[config.mk]
export PLATFORM = sky130hd
export DESIGN_NAME = opb_single_master
export DESIGN_NICKNAME = d
export VERILOG_FILES = /design/src/rtl/opb_single_master.sv
export SDC_FILE = /design/constraint.sdc
export NUM_CORES = 1
export LEC_CHECK = 0
export ABC_AREA = 0
export ABC_CLOCK_PERIOD_IN_PS = 2300
export CORE_MARGIN = 2
export CORE_UTILIZATION = 39
export DETAILED_ROUTE_END_ITERATION = 16
export PLACE_DENSITY = 0.71
export SLEW_MARGIN = 20
export SYNTH_ARGS = -nofsm -noshare
export SYNTH_HDL_FRONTEND = slang
export SYNTH_SLANG_ARGS = --single-unit
[constraint.sdc]
create_clock -name OPB_Clk -period 2.3 [get_ports OPB_Clk]
set_input_delay 0.345 -clock OPB_Clk [delete_from_list [all_inputs] [get_ports OPB_Clk]]
set_output_delay 0.345 -clock OPB_Clk [all_outputs]
set_load 0.05 [all_outputs]
[src/rtl/opb_single_master.sv]
// Single-beat OPB bus master: one read or write per command, with
// request/grant arbitration, slave retry, error ack and watchdog timeout.
// OPB buses are big-endian numbered; vector index N-1 here is OPB bit 0, so
// numeric values pass through unchanged.
module opb_single_master #(
  parameter int C_OPB_AWIDTH = 32,
  parameter int C_OPB_DWIDTH = 32,
  parameter int C_TIMEOUT    = 32,
  parameter int C_MAX_RETRY  = 4,
  parameter     C_FAMILY     = "virtex5"
) (
  input  logic                        OPB_Clk,
  input  logic                        OPB_Rst,
  input  logic                        cmd_valid,
  output logic                        cmd_ready,
  input  logic                        cmd_rnw,
  input  logic [C_OPB_AWIDTH-1:0]     cmd_addr,
  input  logic [C_OPB_DWIDTH-1:0]     cmd_wdata,
  input  logic [C_OPB_DWIDTH/8-1:0]   cmd_be,
  output logic                        rsp_valid,
  output logic [C_OPB_DWIDTH-1:0]     rsp_rdata,
  output logic [1:0]                  rsp_status,
  output logic                        M_request,
  output logic                        M_busLock,
  output logic                        M_select,
  output logic                        M_RNW,
  output logic                        M_seqAddr,
  output logic [C_OPB_AWIDTH-1:0]     M_ABus,
  output logic [C_OPB_DWIDTH/8-1:0]   M_BE,
  output logic [C_OPB_DWIDTH-1:0]     M_DBus,
  input  logic                        OPB_MGrant,
  input  logic                        OPB_xferAck,
  input  logic                        OPB_errAck,
  input  logic                        OPB_retry,
  input  logic                        OPB_timeout,
  input  logic [C_OPB_DWIDTH-1:0]     OPB_DBus
);

  localparam int BEW = C_OPB_DWIDTH / 8;
  localparam logic [7:0] WDOG_LAST = 8'(C_TIMEOUT - 1);
  localparam logic [3:0] RETRY_MAX = 4'(C_MAX_RETRY);
  // Family name only selects the implementation target; it has no logic.
  localparam bit unused_family = |C_FAMILY;

  localparam logic [1:0] ST_OK      = 2'b00;
  localparam logic [1:0] ST_ERRACK  = 2'b01;
  localparam logic [1:0] ST_TIMEOUT = 2'b10;
  localparam logic [1:0] ST_RETRY   = 2'b11;

  typedef enum logic [1:0] {S_IDLE, S_REQ, S_XFER} state_t;

  state_t                  state_q, state_d;
  logic                    rnw_q, rnw_d;
  logic [C_OPB_AWIDTH-1:0] addr_q, addr_d;
  logic [C_OPB_DWIDTH-1:0] wdata_q, wdata_d;
  logic [BEW-1:0]          be_q, be_d;
  logic [3:0]              retry_q, retry_d;
  logic [7:0]              wdog_q, wdog_d;
  logic                    m_request_q, m_request_d;
  logic                    m_select_q, m_select_d;
  logic                    m_rnw_q, m_rnw_d;
  logic [C_OPB_AWIDTH-1:0] m_abus_q, m_abus_d;
  logic [BEW-1:0]          m_be_q, m_be_d;
  logic [C_OPB_DWIDTH-1:0] m_dbus_q, m_dbus_d;
  logic                    rsp_valid_q, rsp_valid_d;
  logic [C_OPB_DWIDTH-1:0] rsp_rdata_q, rsp_rdata_d;
  logic [1:0]              rsp_status_q, rsp_status_d;

  // Ready only in IDLE and never while reset is asserted.
  assign cmd_ready  = (state_q == S_IDLE) && !OPB_Rst;
  assign rsp_valid  = rsp_valid_q;
  assign rsp_rdata  = rsp_rdata_q;
  assign rsp_status = rsp_status_q;
  assign M_request  = m_request_q;
  assign M_select   = m_select_q;
  assign M_RNW      = m_rnw_q;
  assign M_ABus     = m_abus_q;
  assign M_BE       = m_be_q;
  assign M_DBus     = m_dbus_q;
  assign M_busLock  = 1'b0;
  assign M_seqAddr  = 1'b0;

  // Next-state, bus drive and response generation.
  always_comb begin
    state_d      = state_q;
    rnw_d        = rnw_q;
    addr_d       = addr_q;
    wdata_d      = wdata_q;
    be_d         = be_q;
    retry_d      = retry_q;
    wdog_d       = wdog_q;
    m_request_d  = m_request_q;
    m_select_d   = m_select_q;
    m_rnw_d      = m_rnw_q;
    m_abus_d     = m_abus_q;
    m_be_d       = m_be_q;
    m_dbus_d     = m_dbus_q;
    rsp_valid_d  = 1'b0;
    rsp_rdata_d  = rsp_rdata_q;
    rsp_status_d = rsp_status_q;

    unique case (state_q)
      S_IDLE: begin
        if (cmd_valid && cmd_ready) begin
          rnw_d       = cmd_rnw;
          addr_d      = cmd_addr;
          wdata_d     = cmd_wdata;
          be_d        = cmd_be;
          retry_d     = '0;
          wdog_d      = '0;
          m_request_d = 1'b1;
          state_d     = S_REQ;
        end
      end
      S_REQ: begin
        // No watchdog here: waiting on the arbiter is unbounded.
        if (OPB_MGrant) begin
          m_request_d = 1'b0;
          m_select_d  = 1'b1;
          m_rnw_d     = rnw_q;
          m_abus_d    = addr_q;
          m_be_d      = be_q;
          m_dbus_d    = rnw_q ? '0 : wdata_q;
          wdog_d      = '0;
          state_d     = S_XFER;
        end
      end
      S_XFER: begin
        wdog_d = wdog_q + 8'd1;
        if (OPB_retry && (retry_q < RETRY_MAX)) begin
          retry_d     = retry_q + 4'd1;
          m_request_d = 1'b1;
          state_d     = S_REQ;
        end else if (OPB_retry) begin
          rsp_valid_d  = 1'b1;
          rsp_status_d = ST_RETRY;
          rsp_rdata_d  = '0;
        end else if (OPB_xferAck) begin
          rsp_valid_d  = 1'b1;
          rsp_status_d = OPB_errAck ? ST_ERRACK : ST_OK;
          rsp_rdata_d  = (rnw_q && !OPB_errAck) ? OPB_DBus : '0;
        end else if (OPB_timeout || (wdog_q == WDOG_LAST)) begin
          rsp_valid_d  = 1'b1;
          rsp_status_d = ST_TIMEOUT;
          rsp_rdata_d  = '0;
        end
        // Leaving XFER for any reason releases the OR-bus.
        if (state_d != S_XFER || rsp_valid_d) begin
          m_select_d = 1'b0;
          m_rnw_d    = 1'b0;
          m_abus_d   = '0;
          m_be_d     = '0;
          m_dbus_d   = '0;
        end
        if (rsp_valid_d) state_d = S_IDLE;
      end
      default: state_d = S_IDLE;
    endcase
  end

  // State and output registers with synchronous reset.
  always_ff @(posedge OPB_Clk) begin
    if (OPB_Rst) begin
      state_q      <= S_IDLE;
      rnw_q        <= 1'b0;
      addr_q       <= '0;
      wdata_q      <= '0;
      be_q         <= '0;
      retry_q      <= '0;
      wdog_q       <= '0;
      m_request_q  <= 1'b0;
      m_select_q   <= 1'b0;
      m_rnw_q      <= 1'b0;
      m_abus_q     <= '0;
      m_be_q       <= '0;
      m_dbus_q     <= '0;
      rsp_valid_q  <= 1'b0;
      rsp_rdata_q  <= '0;
      rsp_status_q <= '0;
    end else begin
      state_q      <= state_d;
      rnw_q        <= rnw_d;
      addr_q       <= addr_d;
      wdata_q      <= wdata_d;
      be_q         <= be_d;
      retry_q      <= retry_d;
      wdog_q       <= wdog_d;
      m_request_q  <= m_request_d;
      m_select_q   <= m_select_d;
      m_rnw_q      <= m_rnw_d;
      m_abus_q     <= m_abus_d;
      m_be_q       <= m_be_d;
      m_dbus_q     <= m_dbus_d;
      rsp_valid_q  <= rsp_valid_d;
      rsp_rdata_q  <= rsp_rdata_d;
      rsp_status_q <= rsp_status_d;
    end
  end

endmodule
### Word-level counts from Yosys, hierarchy flattened

Index checks and enable logic that the tools add are counted.
W data, S select, Z words.

* add/sub/neg operators: 2
* multipliers: 0
* divide/modulo/power cells: 0
* order comparisons: 1
* equality and inequality tests: 8
* shift-type cells: 0
* muxes and demuxes: 43
* bitwise logic cells: 2
* reductions and logical operators: 21

Operator list (count)
* $mux W32: 8
* $pmux W32 S2: 2
* $pmux W8 S3: 1
* $mux W2: 8
* $mux W4: 4
* $mux W8: 2
* $pmux W4 S2: 2
* $mux W1: 12
* $reduce_and A3 Y1: 4
* $add A8 B1 Y8 const B: 1
* $eq A8 B5 Y1 const B: 1
* $ne A2 B2 Y1 const B: 4
* $pmux W2 S3: 1
* $reduce_bool A3 Y1: 2
* $add A4 B1 Y4 const B: 1
* $logic_and A1 B1 Y1: 4
* $lt A4 B3 Y1 const B: 1
* $pmux W1 S2: 2
* $reduce_and A2 Y1: 2
* $reduce_and A4 Y1: 1
* $reduce_bool A2 Y1: 2
* $pmux W1 S3: 1
* $eq A2 B1 Y1 const B: 1
* $eq A2 B2 Y1 const B: 1
* other kinds (6): 9

* flip-flop bits (word level): 189
* latch bits: 0
* bits in writable memories: 0
* memory bits (read-only): 0
* input bits: 109
* output and inout port bits: 109
* word-level logic and storage cells: 93
* memories kept: 0

### Longest topological paths before layout

Gate-level depths: netlist (run 1).

* depth after elaboration: 10
* gate-level depth with buffers: 7
* mapped depth without buffers: 5

### Least setup slack after synthesis (run 1)

No wires, ideal clock.

* kind: input to output
* from: input port OPB_Rst
* to: output port cmd_ready
* data arrival time: 1.806 ns
* data required time: 1.955 ns
* setup slack: 0.149 ns
* stages: 3
* buffers on the path: 2
* cells stage by stage: clkbuf_1 clkbuf_1 nor3_1

* word-level cells in the longest chain between the ends: 2

RTL lines
* from (decl): line 13 `input logic OPB_Rst,`
* $logic_not A1 Y1: line 70 `assign cmd_ready = (state_q == S_IDLE) && !OPB_Rst;`
* $logic_and A1 B1 Y1: line 70
* to (decl): line 15 `output logic cmd_ready,`

No other way between the ends.

### Final worst setup path (run 1)

* from: register wdog_q[0]
* to: register m_abus_q[20] (netlist: M_ABus[20])

* word-level cells in the longest chain between the ends: 10

RTL lines
* from (decl): line 58 `logic [7:0] wdog_q, wdog_d;`
* from (signal assigned): line 187 `wdog_q <= wdog_d;`
* $eq A8 B5 Y1: line 142 `end else if (OPB_timeout || (wdog_q == WDOG_LAST)) begin`
* $logic_or A1 B1 Y1: line 142
* $mux W1: line 142
* $mux W1: line 138 `end else if (OPB_xferAck) begin`
* $mux W1: line 134 `end else if (OPB_retry) begin`
* $mux W1: line 130 `if (OPB_retry && (retry_q < RETRY_MAX)) begin`
* $mux W1: line 102 `unique case (state_q)`
* $logic_or A1 B1 Y1: line 148 `if (state_d != S_XFER || rsp_valid_d) begin`
* $ne A2 B2 Y1 (no line)
* $reduce_and A3 Y1 (no line)
* to (signal assigned): line 191 `m_abus_q <= m_abus_d;`
* to (decl): line 62 `logic [C_OPB_AWIDTH-1:0] m_abus_q, m_abus_d;`

No other way between the ends. The select of a mux whose other input is x is not followed.
A chain may end at the register's enable or synchronous reset.

==> summary.md, run 1 <==
| Metric | Value |
|---|---|
| Combinational Power Share | 8.4% |
| Clock buffer depth | 2 |
| Post-route cell area | 0.00900 mm² |
| Core area | 0.0151 mm² |
| Max-cap violations | 0 |
| Drt wl/cell | 17.1 µm |
| Clock transition at path regs | 0.06 ns |
| Setup_tns | 0 ns |
| Total Routing Usage GR | 18.8% |
| Largest net degree at the start of global routing | 71 |
| Iteration-0 DRC Markers | 175 |
| Vias in the first global route | 4,743 |
| Fill cell count | 1,218 |
| Post-CTS Setup Bufs | 0 |
| Final hold violation count | 0 |
| Die width | 128 µm |
| Post-synthesis register bit count | 189 |
| CP Launch Type | register |
| Yosys cell types | 34 |
| Cell breakdown of the critical path | ha_1 -> nand4_1 -> o41ai_4 -> a21oi_4 -> buf_12 -> a22o_1 |
| Kind of end point of the critical path | register |
| DRT Pass-1 Iters | 4 |
| RSZ-0062 raised after global routing | no |
| Post-synthesis sequential area ratio | 63.3% |
| Resized cells post-CTS | 0 |
| Post-route DRC violation count | 0 |
| P per Cell Area | 766 mW/mm² |
| IO Port Bufs | 215 |
| Initial antenna violation count | 0 |
| Share of cells above drive strength 1 | 8.09% |
| Top Ports | 218 |
| Crit-path slowest cell | o41ai_4 |
| Hold path cells | 2 |
| # hold bufs at CTS | 0 |
| Skew-Pair Late Insertion Delay | 0.42 ns |
| Net Sw Power | 1600 µW |
| Layout Nets | 803 |
| Setup CP Type | register to register |
| Post-detail-place hpwl | 10,200 µm |
| Netlist Area Pre-Place | 0.00598 mm² |
| Clk pwr share | 41.8% |
| Die area | 0.0163 mm² |
| IR drop worst, VDD | 499 µV |
| Area post-placement | 0.00842 mm² |
| Worst path arrival time | 2.34 ns |
| CP top delay family | compound AO/OA/AOI/OAI gates |
| GP Congestion | 0.765 |
| Register area | 0.00378 mm² |
| Starting Density | 39.6% |
| Area of the multi-input gates | 0.00204 mm² |
| Antenna diodes | 0 |
| Avg Cell Area, Syn | 12.4 µm² |
| Max incr delay on CP | 0.45 ns |
| Die Ht | 128 µm |
| Final period utilization | 88.5% |
| DRT antenna net count | 0 |
| Routed WL | 15,300 µm |
| Root Buffer | clkbuf_16 |
| Worst Max-Slew Pin Slew | 0.572 ns |
| DR vias/cell | 5.26 |
| First-pass GRT wire length | 24,300 µm |
| Worst R2R Setup Slack | 0.26 ns |
| Slew Viols, Final | 0 |
| Cell count after synthesis | 484 |
| Hold WC Path Type | register to register |
| Status | finished, final reports clean |
| Fmax | 491 MHz |
| Clock skew | 0.0115 ns |
| Clk sinks | 189 |
| DR vias | 4,699 |
| Min Tclk post-route | 2.04 ns |
| Sequential Power Share | 49.8% |
| Reg2Reg Depth | 6 |
| Total CTS buffers | 17 |
| Total grt overflow | 0 |
| H-Tree Depth | 4 |
| Ys Warns | 0 |
| CP Max Fanout | 51 |
| Worst EP required | 2.61 ns |
| CTS tree | yes |
| Leakage | 0.00343 µW |
| Slew headroom | 61.7% |
| Crit. path cell count | 6 |
| Final setup vio count | 0 |
| Switching Share | 23.2% |
| Internal | 5300 µW |
| Rows | 45 |
| CP bufs+invs | 1 |
| Area Overhead vs Synth | 50.5% |
-- tightest hold or removal path, delay by kind of cell (launching register included) --
kind,cells,cell delay [ns]
and+or+nand+nor,1,0.05
DFF,1,0.31
AOI/OAI and AO/OA,1,0.05
-- power groups by stage --
stage                     combinational (µW)  sequential [µW]  clock (µW)
final                                    579             3430        2880
after global routing                     616             3440        3090
after CTS                                583             3430        2950
after detailed placement                 579             3510           0
after global placement                   569             3500           0
after floorplan                          224             3550           0
-- cells in the mapped netlist --
cell / count / area share (%)
nand3b_1: 1 / 0.13
and3_1: 3 / 0.31
nor4b_4: 1 / 0.40
a31o_2: 1 / 0.15
dfxtp_1: 189 / 63
nor2b_1: 2 / 0.21
a22oi_1: 1 / 0.13
clkbuf_1: 27 / 1.7
nand3_1: 4 / 0.33
and2_1: 1 / 0.10
o41ai_4: 1 / 0.46
nor3b_2: 1 / 0.21
ha_1: 2 / 0.42
a22o_1: 171 / 25
nand2_1: 6 / 0.38
conb_1: 1 / 0.063
and4_1: 1 / 0.15
inv_1: 3 / 0.19
or3_1: 7 / 0.73
o21a_1: 2 / 0.25
buf_2: 12 / 1.0
or3b_2: 1 / 0.15
buf_6: 1 / 0.19
nor3_1: 3 / 0.25
nand4_1: 1 / 0.10
nor4b_1: 1 / 0.15
o21ai_0: 7 / 0.59
buf_4: 2 / 0.25
o211ai_1: 1 / 0.13
a311oi_1: 2 / 0.29
a21oi_1: 17 / 1.4
nand2b_1: 3 / 0.31
a21oi_2: 1 / 0.15
nor2_1: 7 / 0.44
-- stage by stage --
step	total power [µW]	utilization, %	hold slack [ns]	cells	setup WS, ns
final	6890	59.7	0.466	893	0.264
after global routing	7150	59.7	0.481	893	0.137
after CTS	6970	59.7	0.470	893	0.259
after detailed placement	4090	55.8	0.453	861	0.138
after global placement	4070	55.8	0.444	861	0.178
after floorplan	3770	-	0.436	485	0.149
-- routing by layer --
| layer | track usage, % | share of wire [%] | up-vias |
|---|---|---|---|
| met4 | 6.66 | 1.3 | 0 |
| met2 | 29.9 | 46 | 143 |
| met3 | 6.43 | 6.3 | 14 |
| met5 | 0 | 0 | - |
| li1 | - | - | 2256 |
| met1 | 23.7 | 46 | 2286 |
-- layout by cell type, fill, tap and decap left out, drive strengths merged, types with 4 or more instances in the layout --
cell type / synthesis / routed
nand3: 4 / 4
o21ai: 7 / 7
a21oi: 18 / 18
clkbuf: 27 / 21
dfxtp: 189 / 189
clkdlybuf4s50: 0 / 214
or3: 7 / 7
a22o: 171 / 171
buf: 15 / 16
inv: 3 / 11
nand2: 6 / 6
nor2: 7 / 7
-- cell families (layout without fill, tap and decap cells) --
kind of cell	count (synthesis)	count (layout)	synth area share, %
AND/OR/NAND/NOR	43	43	4.35
other	1	2	0.0627
buffers and inverters	45	265	3.33
adder cells (fa/ha/maj)	2	2	0.418
flip-flops	189	189	63.3
AO/OA/AOI/OAI	204	204	28.6
-- path summary, 6_finish.rpt --
| check | to | start |
|---|---|---|
| min reg2reg | retry_q[1] | retry_q[1] |
| min | retry_q[1] | retry_q[1] |
| max | M_ABus[20] | wdog_q[0] |
| max reg2reg | M_ABus[20] | wdog_q[0] |
-- sequential cells by signal, summed over array words and instances, names as in the netlist --
signal and count:
wdata_q 32, state_q 2, be_q 4, M_request 1, wdog_q 8, rsp_valid 1, addr_q 32, retry_q 4
M_select 1, rsp_status 2, rsp_rdata 32, M_RNW 1, M_DBus 32, rnw_q 1, M_BE 4, M_ABus 32
-- area by class of cell --
class,instances,share of cell area [%]
clock inverters,11,1.29
well taps,188,2.61
clock buffers,21,5.22
flip-flops and latches,189,42.0
repair buffers,230,26.1
multi-input cells,251,22.6
inverters,3,0.125
Note: power is estimated with default switching activity, not from simulation.
==> run 2: changes to the inputs <==
--- a/config.mk
+++ b/config.mk
@@ -8,9 +8,9 @@
 export ABC_AREA = 0
 export ABC_CLOCK_PERIOD_IN_PS = 2300
 export CORE_MARGIN = 2
-export CORE_UTILIZATION = 39
+export CORE_UTILIZATION = 44
 export DETAILED_ROUTE_END_ITERATION = 16
-export PLACE_DENSITY = 0.71
+export PLACE_DENSITY_LB_ADDON = 0.2
 export SLEW_MARGIN = 20
 export SYNTH_ARGS = -nofsm -noshare
 export SYNTH_HDL_FRONTEND = slang
==> run 2 against run 1 <==
Effect of this change:
- sequential cell count is the same
- clock skew shrank 0.0043 ns
- register-to-register slack gained 0.096 ns
- worst hold slack lost 0.00083 ns
- critical path depth shrank 2
- routed wire length grew 1.7%
- largest cell class unchanged
==> summary.md, run 2 (same netlist as run 1, synthesis figures left out) <==
| Metric | Value |
|---|---|
| Status | finished, final reports clean |
| Crit path to | cmd_ready |
| Area Overhead vs Synth | 52.3% |
| # hold bufs at CTS | 0 |
| DRT Pass-1 Iters | 4 |
| RSZ-0062 raised after global routing | no |
| Area post-placement | 0.00842 mm² |
| CP Max Fanout | 7 |
| Rows | 42 |
| Hold WC Path Type | register to register |
| Die width | 121 µm |
| Largest net degree at the start of global routing | 51 |
| Total Routing Usage GR | 21.2% |
| Total grt overflow | 0 |
| Vias in the first global route | 4,754 |
| Fmax | 502 MHz |
| Cell breakdown of the critical path | clkdlybuf4s50_1 -> buf_4 -> nor3_1 -> buf_12 |
| Worst R2R Start | wdog_q[0] |
| Drt wl/cell | 17.6 µm |
| WHS | 0.465 ns |
| Final setup vio count | 0 |
| Slew Viols, Final | 0 |
| CP top delay family | buffers and inverters |
| R2R Path End | M_DBus[9] |
| CP Launch Type | input pin |
| Layout Nets | 804 |
| DRT antenna net count | 0 |
| IR drop worst, VDD | 471 µV |
| GP Congestion | 0.828 |
| Max-cap violations | 0 |
| Top Ports | 218 |
| Slew headroom | 37.5% |
| Root Buffer | clkbuf_16 |
| Total CTS buffers | 17 |
| CP startpoint | OPB_Rst |
| Setup_tns | 0 ns |
| Crit-path slowest cell | clkdlybuf4s50_1 |
| Area of the multi-input gates | 0.00204 mm² |
| Die Ht | 121 µm |
| Final period utilization | 86.6% |
| Max incr delay on CP | 0.55 ns |
| Die area | 0.0145 mm² |
| CP bufs+invs | 3 |
| Post-detail-place hpwl | 10,300 µm |
| Clock buffer depth | 2 |
| Routed WL | 15,500 µm |
| Final hold violation count | 0 |
| Reg2Reg Depth | 6 |
| Pwr Total | 7310 µW |
| Share of cells above drive strength 1 | 8.36% |
| Antenna diodes | 0 |
| Leakage | 0.00349 µW |
| Worst EP required | 1.96 ns |
| Core area | 0.0132 mm² |
| Commonest non-fill, non-tap cell in the layout | clkdlybuf4s50_1 |
| Kind of end point of the critical path | output port |
| Register area | 0.00378 mm² |
| Initial antenna violation count | 0 |
| P per Cell Area | 802 mW/mm² |
| DR vias/cell | 5.45 |
| Worst Max-Slew Pin Slew | 0.936 ns |
| Post-CTS Setup Bufs | 0 |
| Min Tclk post-route | 1.99 ns |
| First-pass GRT wire length | 24,300 µm |
| Worst path arrival time | 1.65 ns |
| Clk sinks | 189 |
| Clock transition at path regs | 0.07 ns |
| Iteration-0 DRC Markers | 248 |
| Resized cells post-CTS | 0 |
| Commonest cells after routing, fill and taps aside | 214 x clkdlybuf4s50_1, 189 x dfxtp_1, 171 x a22o_1 |
| CTS tree | yes |
| Setup CP Type | input pin to output port |
| IO Port Bufs | 215 |
| Post-route cell area | 0.00911 mm² |
| Crit. path cell count | 4 |
| Fill cell count | 973 |
| H-Tree Depth | 4 |
| Post-route DRC violation count | 0 |
| Clock skew | 0.00723 ns |
| DR vias | 4,804 |
| Starting Density | 45.2% |
| Skew-Pair Late Insertion Delay | 0.42 ns |
| Worst R2R Setup Slack | 0.36 ns |
-- run 2: worst register-to-register path: stages, from the launching register on --
cell and delay [ns]:
dfxtp_1 0.42, ha_1 0.25, nand4_1 0.17, o41ai_4 0.41, a21oi_4 0.14, buf_12 0.20
a22o_1 0.26
-- run 2: metal layers --
metal  track usage, %  part of all wire, %  up-vias
met5                0                    0        -
met4             8.79                  2.1        0
met3             6.79                  7.5       28
met2             33.9                   47      169
met1             26.5                   43     2340
li1                 -                    -     2267
-- run 2: area by class of cell --
cell class	instances	area share (%)
flip-flops and latches	189	41.5
repair buffers	231	26.0
multi-input cells	251	22.4
clock inverters	9	1.96
inverters	3	0.124
well taps	176	2.42
clock buffers	23	5.58
-- run 2: metrics by stage --
stage / cells / util [%] / setup slack [ns]
2_1_floorplan: 485 / - / 0.149
3_3_place_gp: 850 / 63.6 / 0.123
3_5_place_dp: 850 / 63.6 / 0.120
4_1_cts: 882 / 68.8 / 0.312
5_1_grt: 882 / 68.8 / 0.228
6_report: 882 / 68.8 / 0.309
-- run 2: how the worst min path moves through the flow --
stage | from | end | slack, ns | depth (start not counted)
final | addr_q[5] | M_ABus[5] | 0.46 | 1
after global routing | rsp_rdata[26] | rsp_rdata[26] | 0.48 | 1
after CTS | addr_q[4] | M_ABus[4] | 0.47 | 1
after detailed placement | rsp_rdata[18] | rsp_rdata[18] | 0.45 | 1
after global placement | retry_q[1] | retry_q[1] | 0.45 | 2
after floorplan | retry_q[1] | retry_q[1] | 0.44 | 2
-- run 2: report_power, final --
| group | switching (µW) | internal, µW | total [µW] |
|---|---|---|---|
| Sequential | 60.0 | 3380 | 3440 |
| Clock | 1180 | 2110 | 3290 |
| Combinational | 271 | 313 | 585 |
==> run 3: changes to the inputs <==
--- a/config.mk
+++ b/config.mk
@@ -6,9 +6,9 @@
 export NUM_CORES = 1
 export LEC_CHECK = 0
 export ABC_AREA = 0
-export ABC_CLOCK_PERIOD_IN_PS = 2300
+export ABC_CLOCK_PERIOD_IN_PS = 1800
 export CORE_MARGIN = 2
-export CORE_UTILIZATION = 44
+export CORE_UTILIZATION = 40
 export DETAILED_ROUTE_END_ITERATION = 16
 export PLACE_DENSITY_LB_ADDON = 0.2
 export SLEW_MARGIN = 20
==> constraint.sdc (replaced) <==
create_clock -name OPB_Clk -period 1.8 [get_ports OPB_Clk]
set_input_delay 0.27 -clock OPB_Clk [delete_from_list [all_inputs] [get_ports OPB_Clk]]
set_output_delay 0.27 -clock OPB_Clk [all_outputs]
set_load 0.05 [all_outputs]
==> run 3 against run 2 <==
Effect of this change:
- global-route usage is 1.1 points lower
- sequential cell count unchanged
- combinational power is 33% higher
- cell area down 0.40%
- worst hold slack got worse by 0.013 ns
- register-to-register slack worse by 0.25 ns
- setup slack lost 0.20 ns
- sequential share of layout area grew 0.25 points
- largest cell class unchanged
- highest routed layer unchanged
==> summary.md, run 3 (same netlist as run 1, synthesis figures left out) <==
| Metric | Value |
|---|---|
| Status | finished, final reports clean |
| Clock transition at path regs | 0.07 ns |
| Worst EP required | 2.11 ns |
| DR vias | 4,835 |
| Pwr Total | 8820 µW |
| IO Port Bufs | 215 |
| Setup CP Type | register to register |
| Post-route DRC violation count | 0 |
| Clk pwr share | 41.4% |
| Commonest cells after routing, fill and taps aside | 187 x dfxtp_1, 171 x a22o_1, 108 x clkdlybuf4s50_1 |
| Worst R2R Start | wdog_q[1] |
| Hold WC Path Type | input pin to register |
| GP Congestion | 0.773 |
| Max-cap violations | 0 |
| P per Cell Area | 972 mW/mm² |
| Kind of end point of the critical path | register |
| Min Tclk post-route | 1.69 ns |
| Hold path cells | 2 |
| Net Sw Power | 1990 µW |
| First-pass GRT wire length | 25,700 µm |
| Pre-CTS WS | -0.103 ns |
| Clock skew | 0.00686 ns |
| H-Tree Depth | 4 |
| Post-layout util | 62.2% |
| CP bufs+invs | 2 |
| CP Max Fanout | 43 |
| Total grt overflow | 0 |
| Max incr delay on CP | 0.36 ns |
| Root Buffer | clkbuf_16 |
| Vias in the first global route | 4,998 |
| Worst Max-Slew Pin Slew | 0.524 ns |
| Combinational Power Share | 8.8% |
| CP Launch Type | register |
| Routed WL | 16,100 µm |
| Die area | 0.0159 mm² |
| DRT Pass-1 Iters | 4 |
| Hold path startpoint | cmd_wdata[3] |
| Final std cells w/o fill | 911 |
| Die width | 126 µm |
| Antenna diodes | 0 |
| Iteration-0 DRC Markers | 298 |
| Leakage | 0.00400 µW |
| Die Ht | 126 µm |
| Starting Density | 41.0% |
| Slew Viols, Final | 0 |
| Sequential Power Share | 49.8% |
| Top Ports | 218 |
| Final setup vio count | 0 |
| RSZ-0062 raised after global routing | no |
| Worst setup margin | 0.112 ns |
| Area post-placement | 0.00859 mm² |
| Switching Share | 22.6% |
| IR drop worst, VDD | 667 µV |
| CP startpoint | wdog_q[1] |
| Core area | 0.0146 mm² |
| CP top delay family | compound AO/OA/AOI/OAI gates |
| Clk sinks | 189 |
| DRT antenna net count | 0 |
| Largest net degree at the start of global routing | 44 |
| Worst path arrival time | 2.00 ns |
| Cell breakdown of the critical path | ha_4 -> nand4_1 -> o41ai_4 -> buf_4 -> a21oi_4 -> buf_12 -> a22o_1 |
| Total CTS buffers | 17 |
| Layout Nets | 825 |
| Internal | 6820 µW |
| Slew headroom | 65.2% |
| Final hold violation count | 0 |
| Reg2Reg Depth | 7 |
| Initial antenna violation count | 0 |
| Drt wl/cell | 17.7 µm |
| Total Routing Usage GR | 20.1% |
| Crit. path cell count | 7 |
| Fmax | 593 MHz |
| Share of cells above drive strength 1 | 14.7% |
| Crit-path slowest cell | dfxtp_4 |
| Post-detail-place hpwl | 11,100 µm |
| Commonest non-fill, non-tap cell in the layout | dfxtp_1 |
| Clock buffer depth | 2 |
| Post-route cell area | 0.00907 mm² |
| Dpl cells | 878 |
| CTS tree | yes |
| Rows | 44 |
| DR vias/cell | 5.31 |
| Skew-Pair Late Insertion Delay | 0.41 ns |
| Area Overhead vs Synth | 51.7% |
| Final period utilization | 93.8% |
[run 3: metal layers]
metal / vias to the layer above / track usage [%] / wire (µm)
met2: 157 / 33.3 / 7950
met3: 26 / 6.07 / 885
met1: 2338 / 24.6 / 6860
met4: 0 / 7.89 / 416
li1: 2314 / - / -
met5: - / 0 / 0
[run 3: worst paths after layout]
path	to	slack, ns
setup / recovery	M_DBus[0]	0.11
hold reg to reg	rsp_rdata[18]	0.47
hold / removal	wdata_q[3]	0.45
setup reg to reg	M_DBus[0]	0.11
[run 3: area by class of cell]
type	count	area, µm²
fill	1188	5520
sequential	189	3790
timing repair buffer	252	2400
multi-input combinational	251	2060
clock buffer	19	443
tap	184	230
clock inverter	13	140
inverter	3	11.3
[run 3: repair_timing]
action,CTS,global route
buffers inserted,1,0
hold buffers,0,0
setup endpoints to repair,155,0
resized for setup,82,0
hold endpoints to repair,0,0
[run 3: through the flow]
stage / setup TNS (ns) / hold WS, ns
after global routing: 0 / 0.432
final: 0 / 0.451
after CTS: 0 / 0.430
after global placement: -5.79 / 0.444
after detailed placement: -6.94 / 0.456
after floorplan: -0.123 / 0.386
[run 3: power by group through the flow]
stage	clock network [µW]	logic (µW)	registers, µW
2_1_floorplan	0	289	4530
3_3_place_gp	0	772	4470
3_5_place_dp	0	785	4480
4_1_cts	3730	781	4390
5_1_grt	3910	827	4400
6_report	3650	776	4390
[run 3: worst register-to-register path: cells and delay by family, from the launching register on]
family / cells / cell delay, ns
buf+inv: 2 / 0.37
simple gates: 1 / 0.14
compound gates: 3 / 0.60
fa+ha+maj: 1 / 0.13
flops: 1 / 0.36
